File: src/rtl/add_arbiter_pkg.sv
// Shared constants and state encoding for the round-robin add arbiter.
package add_arb_pkg;

  localparam int DEF_DATAWIDTH = 32;
  localparam int DEF_NUM_REQ   = 4;
  localparam int DEF_IDW       = 2;

  localparam logic [1:0] ST_IDLE = 2'd0;
  localparam logic [1:0] ST_ADD  = 2'd1;
  localparam logic [1:0] ST_RESP = 2'd2;

  typedef enum logic [1:0] {
    IDLE = ST_IDLE,
    ADD  = ST_ADD,
    RESP = ST_RESP
  } state_t;

endpackage

File: src/rtl/add_arbiter_if.sv
// Requester and response channels of the add arbiter, bundled for port hookup.
interface add_arbiter_if
  import add_arb_pkg::*;
#(
  parameter int DATAWIDTH = DEF_DATAWIDTH,
  parameter int NUM_REQ   = DEF_NUM_REQ,
  parameter int IDW       = DEF_IDW
) ();

  // Handshake: a transfer happens at a rising edge where valid and ready are both
  // high. The source holds valid and payload stable until it sees ready; ready may
  // depend combinationally on valid, valid never depends on ready.
  logic [NUM_REQ-1:0]           req_valid;
  logic [NUM_REQ-1:0]           req_ready;
  logic [NUM_REQ*DATAWIDTH-1:0] req_a;
  logic [NUM_REQ*DATAWIDTH-1:0] req_b;
  logic                         rsp_valid;
  logic                         rsp_ready;
  logic [DATAWIDTH-1:0]         rsp_sum;
  logic [IDW-1:0]               rsp_id;

  modport slave (
    input  req_valid, req_a, req_b, rsp_ready,
    output req_ready, rsp_valid, rsp_sum, rsp_id
  );

  modport master (
    output req_valid, req_a, req_b, rsp_ready,
    input  req_ready, rsp_valid, rsp_sum, rsp_id
  );

endinterface

File: src/rtl/add_arbiter_add.sv
// Shared combinational adder; carry out is dropped so the sum wraps.
module add_arbiter_add
  import add_arb_pkg::*;
#(
  parameter int DATAWIDTH = DEF_DATAWIDTH
) (
  input  logic [DATAWIDTH-1:0] a,
  input  logic [DATAWIDTH-1:0] b,
  output logic [DATAWIDTH-1:0] sum
);

  assign sum = a + b;

endmodule

File: src/rtl/add_arbiter.sv
// Round-robin arbiter sharing one adder among NUM_REQ requesters; one op in flight,
// result returned on a single tagged response channel with backpressure.
module add_arbiter
  import add_arb_pkg::*;
#(
  parameter int DATAWIDTH = DEF_DATAWIDTH,
  parameter int NUM_REQ   = DEF_NUM_REQ,
  parameter int IDW       = DEF_IDW
) (
  input  logic          Clk,
  input  logic          Rst_n,
  add_arbiter_if.slave  bus,
  output logic          busy,
  output state_t        state_dbg
);

  generate
    if (NUM_REQ < 2 || NUM_REQ > 16 || (2 ** IDW) < NUM_REQ) begin : g_bad_params
      $error("add_arbiter: NUM_REQ must be 2..16 and fit in IDW bits");
    end
  endgenerate

  state_t               state_q, state_d;
  logic [IDW-1:0]       ptr_q;
  logic [DATAWIDTH-1:0] op_a_q, op_b_q;
  logic [IDW-1:0]       id_q;
  logic                 rsp_valid_q;
  logic [DATAWIDTH-1:0] rsp_sum_q;
  logic [IDW-1:0]       rsp_id_q;

  logic [NUM_REQ-1:0]   grant;
  logic [IDW:0]         pick;
  logic [IDW-1:0]       win;
  logic                 accept, load_rsp, rsp_done;
  logic [DATAWIDTH-1:0] sum;

  logic [DATAWIDTH-1:0] a_arr [NUM_REQ];
  logic [DATAWIDTH-1:0] b_arr [NUM_REQ];

  for (genvar gi = 0; gi < NUM_REQ; gi++) begin : g_unpack
    assign a_arr[gi] = bus.req_a[gi*DATAWIDTH +: DATAWIDTH];
    assign b_arr[gi] = bus.req_b[gi*DATAWIDTH +: DATAWIDTH];
  end

  // Returns {found, index}. Scanning offsets from far to near lets the nearest
  // valid requester after ptr overwrite any farther one, so no early exit is needed.
  function automatic logic [IDW:0] rr_pick(input logic [NUM_REQ-1:0] valid,
                                           input logic [IDW-1:0]     ptr);
    logic [IDW:0] cand;
    logic [IDW:0] res;
    res = '0;
    for (int off = NUM_REQ; off >= 1; off--) begin
      cand = {1'b0, ptr} + (IDW+1)'(off);
      if (cand >= (IDW+1)'(NUM_REQ)) begin
        cand = cand - (IDW+1)'(NUM_REQ);
      end
      if (valid[cand[IDW-1:0]]) begin
        res = {1'b1, cand[IDW-1:0]};
      end
    end
    return res;
  endfunction

  add_arbiter_add #(
    .DATAWIDTH (DATAWIDTH)
  ) u_add (
    .a   (op_a_q),
    .b   (op_b_q),
    .sum (sum)
  );

  assign win = pick[IDW-1:0];

  always_comb begin
    state_d  = state_q;
    grant    = '0;
    accept   = 1'b0;
    load_rsp = 1'b0;
    rsp_done = 1'b0;
    pick     = rr_pick(bus.req_valid, ptr_q);
    case (state_q)
      IDLE: begin
        if (pick[IDW]) begin
          grant[win] = 1'b1;
          accept     = 1'b1;
          state_d    = ADD;
        end
      end
      ADD: begin
        load_rsp = 1'b1;
        state_d  = RESP;
      end
      RESP: begin
        if (rsp_valid_q && bus.rsp_ready) begin
          rsp_done = 1'b1;
          state_d  = IDLE;
        end
      end
      default: state_d = IDLE;
    endcase
  end

  // Pointer resets to the last requester so requester 0 is first in line.
  always_ff @(posedge Clk) begin
    if (!Rst_n) begin
      state_q     <= IDLE;
      ptr_q       <= IDW'(NUM_REQ - 1);
      op_a_q      <= '0;
      op_b_q      <= '0;
      id_q        <= '0;
      rsp_valid_q <= 1'b0;
      rsp_sum_q   <= '0;
      rsp_id_q    <= '0;
    end else begin
      state_q <= state_d;
      if (accept) begin
        op_a_q <= a_arr[win];
        op_b_q <= b_arr[win];
        id_q   <= win;
        ptr_q  <= win;
      end
      if (load_rsp) begin
        rsp_sum_q   <= sum;
        rsp_id_q    <= id_q;
        rsp_valid_q <= 1'b1;
      end else if (rsp_done) begin
        rsp_valid_q <= 1'b0;
      end
    end
  end

  assign bus.req_ready = grant;
  assign bus.rsp_valid = rsp_valid_q;
  assign bus.rsp_sum   = rsp_sum_q;
  assign bus.rsp_id    = rsp_id_q;
  assign busy          = (state_q != IDLE);
  assign state_dbg     = state_q;

endmodule

File: src/flat_wrapper.sv
// flat-port wrapper written by rule: the top's interface ports become plain ports
module add_arbiter_flat import add_arb_pkg::*;
#(
  parameter int DATAWIDTH = DEF_DATAWIDTH,
  parameter int NUM_REQ   = DEF_NUM_REQ,
  parameter int IDW       = DEF_IDW
)
  (Clk, Rst_n, busy, state_dbg, bus_req_valid, bus_req_a, bus_req_b, bus_rsp_ready, bus_req_ready, bus_rsp_valid, bus_rsp_sum, bus_rsp_id);
  add_arbiter_if #(.DATAWIDTH(DATAWIDTH), .NUM_REQ(NUM_REQ), .IDW(IDW)) bus_i ();
  input  logic Clk;
  input  logic Rst_n;
  output logic busy;
  output state_t state_dbg;
  input wire logic [$bits(bus_i.req_valid)-1:0] bus_req_valid;
  input wire logic [$bits(bus_i.req_a)-1:0] bus_req_a;
  input wire logic [$bits(bus_i.req_b)-1:0] bus_req_b;
  input wire logic [$bits(bus_i.rsp_ready)-1:0] bus_rsp_ready;
  output wire logic [$bits(bus_i.req_ready)-1:0] bus_req_ready;
  output wire logic [$bits(bus_i.rsp_valid)-1:0] bus_rsp_valid;
  output wire logic [$bits(bus_i.rsp_sum)-1:0] bus_rsp_sum;
  output wire logic [$bits(bus_i.rsp_id)-1:0] bus_rsp_id;
  assign bus_i.req_valid = bus_req_valid;
  assign bus_i.req_a = bus_req_a;
  assign bus_i.req_b = bus_req_b;
  assign bus_i.rsp_ready = bus_rsp_ready;
  assign bus_req_ready = bus_i.req_ready;
  assign bus_rsp_valid = bus_i.rsp_valid;
  assign bus_rsp_sum = bus_i.rsp_sum;
  assign bus_rsp_id = bus_i.rsp_id;
  add_arbiter #(.DATAWIDTH(DATAWIDTH), .NUM_REQ(NUM_REQ), .IDW(IDW)) u_core (.Clk(Clk), .Rst_n(Rst_n), .bus(bus_i), .busy(busy), .state_dbg(state_dbg));
endmodule
File: config.mk
export PLATFORM = sky130hd
export DESIGN_NAME = add_arbiter_flat
export DESIGN_NICKNAME = d
export VERILOG_FILES = /design/src/rtl/add_arbiter_pkg.sv /design/src/rtl/add_arbiter_if.sv /design/src/rtl/add_arbiter_add.sv /design/src/rtl/add_arbiter.sv /design/src/flat_wrapper.sv
export SDC_FILE = /design/constraint.sdc
export NUM_CORES = 1
export LEC_CHECK = 0
export ABC_CLOCK_PERIOD_IN_PS = 3670
export BUFFER_PORTS_ARGS = -buffer_cell sky130_fd_sc_hd__buf_2
export CAP_MARGIN = 5
export CORE_MARGIN = 4
export CORE_UTILIZATION = 49
export DETAILED_ROUTE_END_ITERATION = 10
export PLACE_DENSITY = 0.81
export SETUP_SLACK_MARGIN = 0.3
export SYNTH_ARGS = -nofsm -noshare
export SYNTH_HDL_FRONTEND = slang
export SYNTH_SLANG_ARGS = --single-unit
File: constraint.sdc
create_clock -name Clk -period 3.67 [get_ports Clk]
set_clock_uncertainty 0.2 [all_clocks]
set_input_delay 0.367 -clock Clk [delete_from_list [all_inputs] [get_ports Clk]]
set_output_delay 0.367 -clock Clk [all_outputs]
set_load 0.01 [all_outputs]
==> flow_summary.yaml <==
outcome:
  status: "finished, final reports clean"
clock_network:
  cts_tree: "built"
  numCtsBuffers: 9
  clkTransAtPathRegs_ps: 70
  h-tree-depth: 3
  ctsHoldBuffers: 0
  clockBufferDepth: 2
  root_buffer: "clkbuf_16"
  cts_resized: 0
  insertion_delay_ps: 350
  postCtsSetupBuffers: 0
  clock-sinks: 105
floorplanning:
  ios: 305
  rows: 44
  dieWidth_um: 130
  die_area_um2: 16900
  die_y_um: 130
  core-area_um2: 14500
  start_util: 0.501
timing:
  fmaxAchievable_mhz: 335
  fin_crit_sh: 0.812
  worst_slew_pin_slew_ps: 962
  tns_ps: 0
  slew_violations: 0
  setup_violations: 0
  hold_violations: 0
  relSlewSlack: 0.358
  period_needed_ps: 2980
  rsz0062_at_grt: "false"
setup_path:
  criticalPathCategory: "reg -> out"
  path_cells: "nand2b_1, o22ai_1, a21o_4, and3_1, buf_2"
  crit_fanout: 116
  cpPeakStageDelay_ps: 730
  cp_data_required_time_ps: 3100
  end_kind: "output port"
  critPathArrivalTime_ps: 2410
  rr_worst_depth: 11
  crit_slowest_cell: "a21o_4"
  startpoint_type: "flip-flop"
global_routing:
  grt_pass1_vias: 7305
  use_met3: 0.0516
  busiest_layer: "met2"
  antenna_found_initial: 1
  met1_usage: 0.397
  grtUsageMet2: 0.412
  grt_pass1_wl_mm: 36.8
  grt_max_degree: 117
  grt_overflow_total: 0
  grt.total_usage: 0.274
yosys:
  synthAdderAreaFrac: 0.0560
  synthSimpleGateAreaFrac: 0.249
  synth_edf_count: 0
  synth_top_family_by_area: "compound AO/OA/AOI/OAI gates"
  synth_area_um2: 7290
  yosysUniqueCellTypes: 61
  ys_ff_latch: 105
  async_reset_ff_frac: 0
  syn-instance-count: 1005
  synth-compound-area-share: 0.323
  synth_mux_area_frac: 0.00137
  avgSynthCellArea_um2: 7.25
  ys.flop_type: "dfxtp_1"
  synth_warnings: 0
  synthXorXnorAreaFrac: 0.0313
  synth_fp_nets: 1300
  ys_seq_area_frac: 0.289
detailed_routing:
  wl_mm: 24.0
  drtAntennaViolNets: 0
  viasPerCell: 5.64
  drtIter0Drc: 541
  num_vias: 8122
  dr.pass1.iters: 5
  drc: 0
  avgRoutedWirePerCell_um: 16.7
placement:
  dp_hpwl_mm: 18.8
  place_inst: 1426
  io_buffer_count: 304
  routabilityCongestion: 0.898
final_layout:
  area_growth_pct: 25.4
  drive_gt1_frac: 0.279
  antenna_cells: 0
  fin_cells: 1441
  final_nets: 1548
min_path:
  hp-class: "in -> reg"
  hold_depth: 2
power:
  leakage_nw: 4.18
  ir_worst_vdd_v: 0.000355
  powerDensity_nw_per_um2: 466
  design_power_total_w: 0.00425
job:
  max_cap_violations: 0
[final timing paths]
check	start	endpoint	slack, ps
max	u_core.ptr_q[0]	bus_req_ready[0]	690
min	Rst_n	u_core.ptr_q[0]	120
max reg2reg	u_core.op_a_q[0]	u_core.bus.rsp_sum[22]	780
min reg2reg	u_core.bus.rsp_sum[10]	u_core.bus.rsp_sum[10]	240
[placed cells by master (no fill, tap or decap), drive strengths merged, types with 2 or more instances in the layout]
master and instances:
nor3b 2, buf 315, nand2b 5, o211ai 2, xor2 12, nor3 7
a31oi 9, nand2 202, inv 13, xnor2 14, o31ai 2, dfxtp 105
o21a 4, nor2b 5, nor2 94, o21ai 36, clkbuf 13, and2 69
o21bai 7, a21o 12, a211oi 70, ha 31, a211o 2, a311oi 64
and3 6, nand3 4, nand4 8, a21oi 124
[cells in the mapped netlist (all sizes together) (2+ instances only)]
master	number	area, um2
nand4	8	50.1
nand2b	5	31.3
a21o	12	91.3
xnor2	14	123
nor2	94	353
o21bai	7	56.3
inv	13	48.8
dfxtp	105	2100
a21oi	124	636
and3	6	37.5
nor2b	5	38.8
o21a	4	30.0
a311oi	64	561
o21ai	36	184
o211ai	2	15.0
o31ai	2	28.8
a211o	2	18.8
and2	69	437
ha	31	388
clkbuf	52	195
a31oi	9	56.3
xor2	12	105
buf	26	129
nand3	4	20.0
nand2	202	758
a211oi	70	531
nor3	7	40.0
nor3b	2	15.0
[power breakdown]
group | switching (W) | internal [W] | leakage, nW | total (W)
clock network | 0.000412 | 0.000511 | 0.138 | 0.000923
logic | 0.00112 | 0.000740 | 3.18 | 0.00186
registers | 0.000149 | 0.00132 | 0.864 | 0.00147
total | 0.00168 | 0.00257 | 4.18 | 0.00425
[metrics by stage]
step	instance area [um2]	hold slack (ps)	setup slack (ps)	util
floorplan	7290	229	1130	-
global placement	8860	235	835	0.609
detailed placement	8860	240	761	0.609
CTS	9140	109	698	0.629
global route	9140	115	561	0.629
finish	9140	119	689	0.629
[per-layer routing]
| metal | vias to the layer above | wire length (um) |
|---|---|---|
| met5 | - | 7 |
| met4 | 2 | 501 |
| met3 | 32 | 1910 |
| met2 | 293 | 10700 |
| met1 | 3698 | 10900 |
| li1 | 4097 | - |
[kinds of logic after synthesis]
logic type / after synthesis
AND/OR/NAND/NOR: 407
AO/OA/AOI/OAI: 343
flip-flops: 105
buffers and inverters: 91
adder cells (fa/ha/maj): 32
XOR/XNOR: 26
multiplexers: 1
[worst max-delay path: cells and delay by family (launching register included)]
family,cells,cell delay [ps]
AND/OR/NAND/NOR,2,440
AO/OA/AOI/OAI,2,1060
flip-flops,1,340
buffers and inverters,1,140
[flip-flops by register name, summed over array words and instances, names as in the netlist]
| signal | count |
|---|---|
| u_core.bus.rsp_id | 2 |
| u_core.bus.rsp_sum | 32 |
| u_core.bus.rsp_valid | 1 |
| u_core.id_q | 2 |
| u_core.op_a_q | 32 |
| u_core.op_b_q | 32 |
| u_core.ptr_q | 2 |
| u_core.state_dbg | 2 |
[cell type report]
type,instances,area [um2]
clock inverter,2,12.5
sequential,105,2100
tap,184,230
inverter,13,48.8
clock buffer,13,270
timing repair buffer,315,1630
fill,1416,5400
multi-input combinational,809,4850
(Power assumes the default switching activity.)
